$ cat config.mk
export PLATFORM = sky130hd
export DESIGN_NAME = color_tracker
export DESIGN_NICKNAME = d
export VERILOG_FILES = /design/src/rtl/color_tracker_pkg.sv /design/src/rtl/color_tracker_div.sv /design/src/rtl/color_tracker.sv
export SDC_FILE = /design/constraint.sdc
export NUM_CORES = 1
export LEC_CHECK = 0
export CAP_MARGIN = 40
export CORE_MARGIN = 2
export CORE_UTILIZATION = 50
export CTS_CLUSTER_SIZE = 10
export DETAILED_ROUTE_END_ITERATION = 10
export GPL_TIMING_DRIVEN = 0
export PLACE_DENSITY = 0.7
export SETUP_SLACK_MARGIN = 0.1
export SLEW_MARGIN = 20
export SYNTH_ARGS = -nofsm -noshare
export SYNTH_HDL_FRONTEND = slang
export SYNTH_HIERARCHICAL = 1
export SYNTH_SLANG_ARGS = --single-unit
$ cat constraint.sdc
create_clock -name clk -period 4.7 [get_ports clk]
set_input_delay 0.47 -clock clk [delete_from_list [all_inputs] [get_ports clk]]
set_output_delay 0.47 -clock clk [all_outputs]
set_load 0.02 [all_outputs]
$ cat src/rtl/color_tracker_pkg.sv
// -----------------------------------------------------------------------------
// color_tracker_pkg
// Shared definitions for the colour tracker: default widths, accumulator
// widths, the tracker FSM state type and the U/V absolute-difference helper.
// Optional feature macro used by the tracker: TRACK_BBOX_EN (bounding box).
// -----------------------------------------------------------------------------
package color_tracker_pkg;

    localparam int DEF_ROW_W     = 13;
    localparam int DEF_COL_W     = 13;
    localparam int DEF_CNT_W     = 21;
    localparam int DEF_MIN_COUNT = 16;

    // Coordinate sums must hold (max coordinate) * (max count) without wrap.
    localparam int SUM_ROW_W = DEF_ROW_W + DEF_CNT_W;
    localparam int SUM_COL_W = DEF_COL_W + DEF_CNT_W;

    typedef enum logic [1:0] {
        IDLE   = 2'd0,
        ACCUM  = 2'd1,
        DIVIDE = 2'd2,
        DONE   = 2'd3
    } state_e;

    // |a - b| for two signed 9-bit chroma values. The subtraction is done at
    // 10 bits after sign extension, so the range -511..511 never overflows.
    function automatic logic [9:0] abs_diff9(input logic signed [8:0] a,
                                             input logic signed [8:0] b);
        logic [9:0] d;
        d = {a[8], a} - {b[8], b};
        return d[9] ? (~d + 10'd1) : d;
    endfunction

endpackage

$ cat src/rtl/color_tracker_div.sv
// -----------------------------------------------------------------------------
// seq_divider
// Restoring unsigned divider producing one quotient bit per clock.
// A start pulse loads dividend/divisor; the division then takes DW cycles.
// done is high during the final iteration cycle and stays high afterwards
// until the next start, so two dividers of different widths can be joined.
// The quotient register holds the full result on the cycle after the last
// iteration.
// Ports:
//   clk, reset          clock, synchronous active-high reset
//   start               load operands and begin
//   dividend [DW-1:0]   numerator
//   divisor  [VW-1:0]   denominator (must be non-zero)
//   quotient [QW-1:0]   low QW bits of the quotient
//   done                division finishing / finished
// -----------------------------------------------------------------------------
module seq_divider #(
    parameter int DW = 34,
    parameter int VW = 21,
    parameter int QW = 13
) (
    input  logic          clk,
    input  logic          reset,
    input  logic          start,
    input  logic [DW-1:0] dividend,
    input  logic [VW-1:0] divisor,
    output logic [QW-1:0] quotient,
    output logic          done
);
    localparam int CW = $clog2(DW + 1);

    // work_q shifts the dividend out at the top and the quotient in at the bottom.
    logic [DW-1:0] work_q, work_d;
    logic [VW-1:0] rem_q, rem_d;
    logic [VW-1:0] dvs_q, dvs_d;
    logic [CW-1:0] cnt_q, cnt_d;
    logic          fin_q, fin_d;
    logic [VW:0]   rem_shift;

    always_comb begin
        work_d    = work_q;
        rem_d     = rem_q;
        dvs_d     = dvs_q;
        cnt_d     = cnt_q;
        fin_d     = fin_q;
        rem_shift = {rem_q, work_q[DW-1]};
        if (start) begin
            work_d = dividend;
            rem_d  = '0;
            dvs_d  = divisor;
            cnt_d  = CW'(DW);
            fin_d  = 1'b0;
        end else if (cnt_q != '0) begin
            if (rem_shift >= {1'b0, dvs_q}) begin
                // True difference is below the divisor, so VW bits suffice.
                rem_d  = rem_shift[VW-1:0] - dvs_q;
                work_d = {work_q[DW-2:0], 1'b1};
            end else begin
                rem_d  = rem_shift[VW-1:0];
                work_d = {work_q[DW-2:0], 1'b0};
            end
            cnt_d = cnt_q - CW'(1);
            if (cnt_q == CW'(1)) begin
                fin_d = 1'b1;
            end
        end
    end

    always_ff @(posedge clk) begin
        if (reset) begin
            work_q <= '0;
            rem_q  <= '0;
            dvs_q  <= '0;
            cnt_q  <= '0;
            fin_q  <= 1'b0;
        end else begin
            work_q <= work_d;
            rem_q  <= rem_d;
            dvs_q  <= dvs_d;
            cnt_q  <= cnt_d;
            fin_q  <= fin_d;
        end
    end

    assign quotient = work_q[QW-1:0];
    assign done     = (cnt_q == CW'(1)) || fin_q;

endmodule

$ cat src/rtl/color_tracker.sv
// -----------------------------------------------------------------------------
// color_tracker
// Classifies live YUV pixels against a calibrated reference colour, counts
// matches and sums their coordinates per frame, and at frame end divides the
// sums by the count to produce the object centroid.
// Optional feature: define TRACK_BBOX_EN to track a per-frame bounding box;
// otherwise min_row/max_row/min_col/max_col are tied to 0.
// Ports:
//   clk, reset                      clock, synchronous active-high reset
//   cal_valid, ref_Y/ref_U/ref_V    reference colour load
//   tol_uv, y_min                   match tolerance / luma floor
//   pix_valid, Y_in/U_in/V_in       pixel stream
//   row, col, frame_end             pixel coordinates, end-of-frame strobe
//   match                           registered per-pixel match flag
//   busy                            centroid division in progress
//   result_valid                    one-cycle pulse when results update
//   found, count                    object found flag, match count
//   cent_row, cent_col              centroid
//   min_row/max_row/min_col/max_col bounding box
// -----------------------------------------------------------------------------
module color_tracker
    import color_tracker_pkg::*;
#(
    parameter int ROW_W     = DEF_ROW_W,
    parameter int COL_W     = DEF_COL_W,
    parameter int CNT_W     = DEF_CNT_W,
    parameter int MIN_COUNT = DEF_MIN_COUNT
) (
    input  logic                    clk,
    input  logic                    reset,
    input  logic                    cal_valid,
    input  logic [7:0]              ref_Y,
    input  logic signed [8:0]       ref_U,
    input  logic signed [8:0]       ref_V,
    input  logic [7:0]              tol_uv,
    input  logic [7:0]              y_min,
    input  logic                    pix_valid,
    input  logic [7:0]              Y_in,
    input  logic signed [8:0]       U_in,
    input  logic signed [8:0]       V_in,
    input  logic [ROW_W-1:0]        row,
    input  logic [COL_W-1:0]        col,
    input  logic                    frame_end,
    output logic                    match,
    output logic                    busy,
    output logic                    result_valid,
    output logic                    found,
    output logic [CNT_W-1:0]        count,
    output logic [ROW_W-1:0]        cent_row,
    output logic [COL_W-1:0]        cent_col,
    output logic [ROW_W-1:0]        min_row,
    output logic [ROW_W-1:0]        max_row,
    output logic [COL_W-1:0]        min_col,
    output logic [COL_W-1:0]        max_col
);
    localparam int SROW_W = ROW_W + CNT_W;
    localparam int SCOL_W = COL_W + CNT_W;
    localparam logic [CNT_W-1:0] CNT_MAX = '1;

    // The luma gate is the absolute floor y_min; the calibrated luma is part of
    // the calibration interface but does not enter the match rule.
    logic unused_ref_y;
    assign unused_ref_y = ^ref_Y;

    state_e state_q, state_d;

    logic signed [8:0] ref_u_q, ref_v_q;
    logic              ref_valid_q;

    // Registered pixel stage: classification result plus its coordinates.
    logic              match_q, match_d;
    logic [ROW_W-1:0]  prow_q;
    logic [COL_W-1:0]  pcol_q;
    logic              fe_q;

    logic [CNT_W-1:0]  acc_cnt_q, acc_cnt_d;
    logic [SROW_W-1:0] srow_q, srow_d;
    logic [SCOL_W-1:0] scol_q, scol_d;
    logic              acc_en;

    logic              div_start, row_done, col_done;
    logic [ROW_W-1:0]  q_row;
    logic [COL_W-1:0]  q_col;
    logic              found_now;

    logic              result_valid_q, found_q;
    logic [CNT_W-1:0]  count_q;
    logic [ROW_W-1:0]  cent_row_q;
    logic [COL_W-1:0]  cent_col_q;

    // ---------------- classification ----------------
    always_comb begin
        match_d = (state_q == ACCUM) && pix_valid && ref_valid_q
               && (abs_diff9(U_in, ref_u_q) <= {2'b00, tol_uv})
               && (abs_diff9(V_in, ref_v_q) <= {2'b00, tol_uv})
               && (Y_in >= y_min);
    end

    always_ff @(posedge clk) begin
        if (reset) begin
            ref_u_q     <= '0;
            ref_v_q     <= '0;
            ref_valid_q <= 1'b0;
            match_q     <= 1'b0;
            prow_q      <= '0;
            pcol_q      <= '0;
            fe_q        <= 1'b0;
        end else begin
            if (cal_valid) begin
                ref_u_q     <= ref_U;
                ref_v_q     <= ref_V;
                ref_valid_q <= 1'b1;
            end
            match_q <= match_d;
            prow_q  <= row;
            pcol_q  <= col;
            // Delayed so the pixel sharing the frame_end cycle is folded in
            // before the snapshot.
            fe_q    <= (state_q == ACCUM) && frame_end;
        end
    end

    // ---------------- accumulation ----------------
    // Sums freeze together with the count once it saturates.
    assign acc_en = (state_q == ACCUM) && match_q && (acc_cnt_q != CNT_MAX);

    always_comb begin
        acc_cnt_d = acc_cnt_q;
        srow_d    = srow_q;
        scol_d    = scol_q;
        if (state_q == DONE) begin
            acc_cnt_d = '0;
            srow_d    = '0;
            scol_d    = '0;
        end else if (acc_en) begin
            acc_cnt_d = acc_cnt_q + CNT_W'(1);
            srow_d    = srow_q + SROW_W'(prow_q);
            scol_d    = scol_q + SCOL_W'(pcol_q);
        end
    end

    // ---------------- FSM ----------------
    always_comb begin
        state_d   = state_q;
        div_start = 1'b0;
        case (state_q)
            IDLE: begin
                if (cal_valid) state_d = ACCUM;
            end
            ACCUM: begin
                // Snapshot uses the next-state accumulators so the final
                // registered pixel is included.
                if (fe_q) begin
                    if (acc_cnt_d >= CNT_W'(MIN_COUNT)) begin
                        state_d   = DIVIDE;
                        div_start = 1'b1;
                    end else begin
                        state_d = DONE;
                    end
                end
            end
            DIVIDE: begin
                if (row_done && col_done) state_d = DONE;
            end
            DONE: begin
                state_d = ACCUM;
            end
            default: state_d = IDLE;
        endcase
    end

    always_ff @(posedge clk) begin
        if (reset) begin
            state_q   <= IDLE;
            acc_cnt_q <= '0;
            srow_q    <= '0;
            scol_q    <= '0;
        end else begin
            state_q   <= state_d;
            acc_cnt_q <= acc_cnt_d;
            srow_q    <= srow_d;
            scol_q    <= scol_d;
        end
    end

    // ---------------- centroid dividers ----------------
    seq_divider #(.DW(SROW_W), .VW(CNT_W), .QW(ROW_W)) u_div_row (
        .clk      (clk),
        .reset    (reset),
        .start    (div_start),
        .dividend (srow_d),
        .divisor  (acc_cnt_d),
        .quotient (q_row),
        .done     (row_done)
    );

    seq_divider #(.DW(SCOL_W), .VW(CNT_W), .QW(COL_W)) u_div_col (
        .clk      (clk),
        .reset    (reset),
        .start    (div_start),
        .dividend (scol_d),
        .divisor  (acc_cnt_d),
        .quotient (q_col),
        .done     (col_done)
    );

    // Accumulators are frozen outside ACCUM, so in DONE they still hold the
    // closing frame's totals.
    assign found_now = (acc_cnt_q >= CNT_W'(MIN_COUNT));

    always_ff @(posedge clk) begin
        if (reset) begin
            result_valid_q <= 1'b0;
            found_q        <= 1'b0;
            count_q        <= '0;
            cent_row_q     <= '0;
            cent_col_q     <= '0;
        end else begin
            result_valid_q <= (state_q == DONE);
            if (state_q == DONE) begin
                found_q    <= found_now;
                count_q    <= acc_cnt_q;
                cent_row_q <= found_now ? q_row : '0;
                cent_col_q <= found_now ? q_col : '0;
            end
        end
    end

    // ---------------- optional bounding box ----------------
`ifdef TRACK_BBOX_EN
    logic [ROW_W-1:0] bmin_row_q, bmin_row_d, bmax_row_q, bmax_row_d;
    logic [COL_W-1:0] bmin_col_q, bmin_col_d, bmax_col_q, bmax_col_d;
    logic [ROW_W-1:0] min_row_q, max_row_q;
    logic [COL_W-1:0] min_col_q, max_col_q;

    always_comb begin
        bmin_row_d = bmin_row_q;
        bmax_row_d = bmax_row_q;
        bmin_col_d = bmin_col_q;
        bmax_col_d = bmax_col_q;
        if (state_q == DONE) begin
            bmin_row_d = '1;
            bmax_row_d = '0;
            bmin_col_d = '1;
            bmax_col_d = '0;
        end else if ((state_q == ACCUM) && match_q) begin
            if (prow_q < bmin_row_q) bmin_row_d = prow_q;
            if (prow_q > bmax_row_q) bmax_row_d = prow_q;
            if (pcol_q < bmin_col_q) bmin_col_d = pcol_q;
            if (pcol_q > bmax_col_q) bmax_col_d = pcol_q;
        end
    end

    always_ff @(posedge clk) begin
        if (reset) begin
            bmin_row_q <= '1;
            bmax_row_q <= '0;
            bmin_col_q <= '1;
            bmax_col_q <= '0;
            min_row_q  <= '0;
            max_row_q  <= '0;
            min_col_q  <= '0;
            max_col_q  <= '0;
        end else begin
            bmin_row_q <= bmin_row_d;
            bmax_row_q <= bmax_row_d;
            bmin_col_q <= bmin_col_d;
            bmax_col_q <= bmax_col_d;
            if (state_q == DONE) begin
                min_row_q <= found_now ? bmin_row_q : '0;
                max_row_q <= found_now ? bmax_row_q : '0;
                min_col_q <= found_now ? bmin_col_q : '0;
                max_col_q <= found_now ? bmax_col_q : '0;
            end
        end
    end

    assign min_row = min_row_q;
    assign max_row = max_row_q;
    assign min_col = min_col_q;
    assign max_col = max_col_q;
`else
    assign min_row = '0;
    assign max_row = '0;
    assign min_col = '0;
    assign max_col = '0;
`endif

    assign match        = match_q;
    assign busy         = (state_q == DIVIDE);
    assign result_valid = result_valid_q;
    assign found        = found_q;
    assign count        = count_q;
    assign cent_row     = cent_row_q;
    assign cent_col     = cent_col_q;

endmodule

==> flow_metrics.env <==
export IMPL_startpoint_type="flop"
export IMPL_min_path_cells=2
export IMPL_synth_top_area_share_pct=33.7
export IMPL_synth_ff_type="dfxtp_1"
export IMPL_gp_congestion=0.945
export IMPL_avgRoutedWirePerCell_um=18.0
export IMPL_tightest_slew_ns=0.933
export IMPL_p_sw_mw=4.60
export IMPL_drtPass1Iterations=8
export IMPL_hold_violations=0
export IMPL_grt_max_degree=12
export IMPL_grtUsageTotal_pct=27.9
export IMPL_ys_types=88
export IMPL_design_area_um2=24500
export IMPL_root_buffer="clkbuf_16"
export IMPL_min_from="col[12]"
export IMPL_grt_overflow=0
export IMPL_crit_type="reg2reg"
export IMPL_cts_buffer_depth=3
export IMPL_yosysWarnings=6
export IMPL_cts_sinks=353
export IMPL_status="finished clean"
export IMPL_cellLeakagePower_nw=9.74
export IMPL_drc=0
export IMPL_die_height_um=209
export IMPL_cts_inserted_buffers=43
export IMPL_async_flop_share_pct=0
export IMPL_via_count=19500
export IMPL_cp_slowest_stage_delay_ns=0.56
export IMPL_std_cell_rows=75
export IMPL_fin_hold_ws_ns=0.450
export IMPL_path_cells="ha_1, and3_1, and3_1, nand4_1, a21oi_1, or3_1, nor4_2, a31oi_1, buf_1, clkbuf_2, mux2i_1, nor2_1"
export IMPL_final_max_slew_viol_count=0
export IMPL_die_width_um=209
export IMPL_coreArea_um2=41700
export IMPL_top_level_ports=202
export IMPL_grt_pass1_wl_mm=98.9
export IMPL_hpwl_mm=47.3
export IMPL_numPortBuffers=141
export IMPL_period_share_pct=90.2
export IMPL_start_util_pct=50.3
export IMPL_syn_area_um2=21000
export IMPL_drt_initial_drc_count=1418
export IMPL_nets=3141
export IMPL_p_sw_share_pct=39.8
export IMPL_fmax_mhz=236
export IMPL_setup_viol=0
export IMPL_antenna_left=0
export IMPL_ctsHtreeMaxLevel=2
export IMPL_yosys_register_bits=353
export IMPL_synth_edf_count=0
export IMPL_n_antenna_cell=0
export IMPL_ys_seq_area_share_pct=33.7
export IMPL_crit_top_cell="and3_1"
export IMPL_cp_required_ns=5.13
export IMPL_path_max_fanout=10
export IMPL_r2r_start="state_q[0]"
export IMPL_antenna_found_initial=2
export IMPL_cp_arrival_ns=4.68
export IMPL_hp_class="in2reg"
export IMPL_avgSynthCellArea_um2=7.84
export IMPL_relSlewSlack_pct=37.2
export IMPL_whs_endpoint="pcol_q[12]"
export IMPL_end_kind="flop"
export IMPL_finalWorstPathRequiredPeriod_ns=4.24
export IMPL_ir_drop_v=0.000344
export IMPL_reg2reg_slack_ns=0.46
export IMPL_place_area_um2=23200
export IMPL_synthTopCellsByCount="nor2_1 (404), dfxtp_1 (353), nand2_1 (277), a21oi_1 (239), inv_1 (130)"
export IMPL_syn_to_final_growth_pct=17.0
export IMPL_combPwrFrac_pct=43.9
export IMPL_layout_drive_gt1_share_pct=7.48
export IMPL_reg2reg_to="u_div_col/dvs_q[4]"
export IMPL_path_clk_slew_ns=0.05
export IMPL_viasPerCell=5.63
export IMPL_drv_cap=0
export IMPL_p_int_mw=6.96
export IMPL_rsz0062_at_grt="false"
export IMPL_fin_util_pct=58.9
export IMPL_p_seq_share_pct=29.5
export IMPL_clkPwrFrac_pct=26.6
export IMPL_p_per_area_nw_per_um2=471
export IMPL_worst_path_max_delay_cell="buf_1"
export IMPL_cts_hold_buffers=0
export IMPL_routed_wl_mm=62.2
export IMPL_clock_skew_ns=0.0117
export IMPL_synth_most_common_cell="nor2_1"
export IMPL_fin_setup_tns_ns=0
export IMPL_grt_pass1_vias=18600
export IMPL_rr_worst_depth=12
export IMPL_die_area_um2=43600
export IMPL_clock_latency_ns=0.57
export IMPL_synth_area_leaders="dfxtp_1 (34%), ha_1 (7.3%), nor2_1 (7.2%)"
export IMPL_cts_tree="yes"
export IMPL_post_cts_setup_buffers=0
export IMPL_synth_cells=2674
export IMPL_synth_top_cell_by_area="dfxtp_1"
[per-stage QoR]
step	setup WS, ns	power (mW)	std cells
6_report	0.458	11.6	3466
5_1_grt	0.170	12.3	3466
4_1_cts	0.110	11.5	3463
3_5_place_dp	0.0713	8.43	3405
3_3_place_gp	0.182	8.34	3405
2_1_floorplan	1.19	7.10	2725
[critical path: cells and delay by family (launching register included)]
family	cells	cell delay, ns
flops	1	0.40
simple gates	6	1.08
compound gates	2	0.99
buf+inv	2	1.01
fa+ha+maj	1	0.36
mux	1	0.25
[metal layers]
| layer | up-vias | track usage [%] | share of wire, % |
|---|---|---|---|
| met5 | - | 0 | 0 |
| li1 | 9552 | - | - |
| met2 | 617 | 46.6 | 46 |
| met4 | 0 | 9.88 | 3.1 |
| met3 | 116 | 3.34 | 5.8 |
| met1 | 9225 | 37.4 | 45 |
[cell type report]
cell class	instances	area (um2)
inverters	131	492
repair buffers	144	1440
well taps	539	674
plain buffers	220	1210
clock inverters	6	98.8
flip-flops and latches	353	7070
fillers	3840	17100
multi-input cells	2021	12400
clock buffers	52	1150
[registers in the layout, summed over array words and instances (netlist names), 21 cells and up]
| name | cells |
|---|---|
| u_div_col/rem_q | 21 |
| u_div_row/rem_q | 21 |
| scol_q | 34 |
| u_div_row/work_q | 34 |
| u_div_col/work_q | 34 |
| count | 21 |
| u_div_row/dvs_q | 21 |
| acc_cnt_q | 21 |
| u_div_col/dvs_q | 21 |
| srow_q | 34 |
[worst max path at each step]
stage	end	cells past startpoint	start	slack [ns]
finish	u_div_col/dvs_q[4]	12	state_q[0]	0.46
global route	u_div_col/work_q[11]	14	state_q[1]	0.17
CTS	u_div_row/work_q[0]	13	state_q[1]	0.11
detailed placement	u_div_col/dvs_q[12]	13	state_q[1]	0.07
global placement	u_div_row/work_q[0]	13	state_q[1]	0.18
floorplan	match	17	V_in[2]	1.19
[timing repair]
action / 4_1_cts / 5_1_grt
gates cloned: 0 / 0
gates resized for setup: 1 / 7
endpoints found under the setup margin: 7 / 92
[cells in the final DEF, fill, tap and decap left out, types with 25 or more instances in the layout]
cell type	instances
clkbuf_16	44
ha_1	122
nor3_1	54
clkdlybuf4s50_1	141
nand4_1	29
and2_1	30
conb_1	52
o21a_1	27
inv_1	130
nor2b_1	62
a22oi_1	28
dfxtp_1	353
mux2i_1	105
nor2_1	404
xnor2_1	77
a21o_1	25
xor2_1	31
a31oi_1	49
a21oi_1	238
o21ai_0	87
nand2_1	277
and3_1	25
buf_4	83
nand3_1	49
clkbuf_1	100
[kinds of logic after synthesis]
logic type	count (synthesis)	synth area share, %
buffers and inverters	351	8.10
and+or+nand+nor	1028	22.5
other	1	0.0179
xor gates and xnor gates	108	4.51
DFF	353	33.7
AOI/OAI and AO/OA	586	17.4
muxes	119	5.82
adders and majority gates	128	7.85
[power groups by stage]
stage	combinational [mW]	sequential [mW]	clock [mW]
2_1_floorplan	3.69	3.42	0
3_3_place_gp	4.88	3.46	0
3_5_place_dp	4.96	3.47	0
4_1_cts	4.99	3.41	3.12
5_1_grt	5.58	3.44	3.25
6_report	5.07	3.41	3.07
Power figures use the tool's default switching activity.
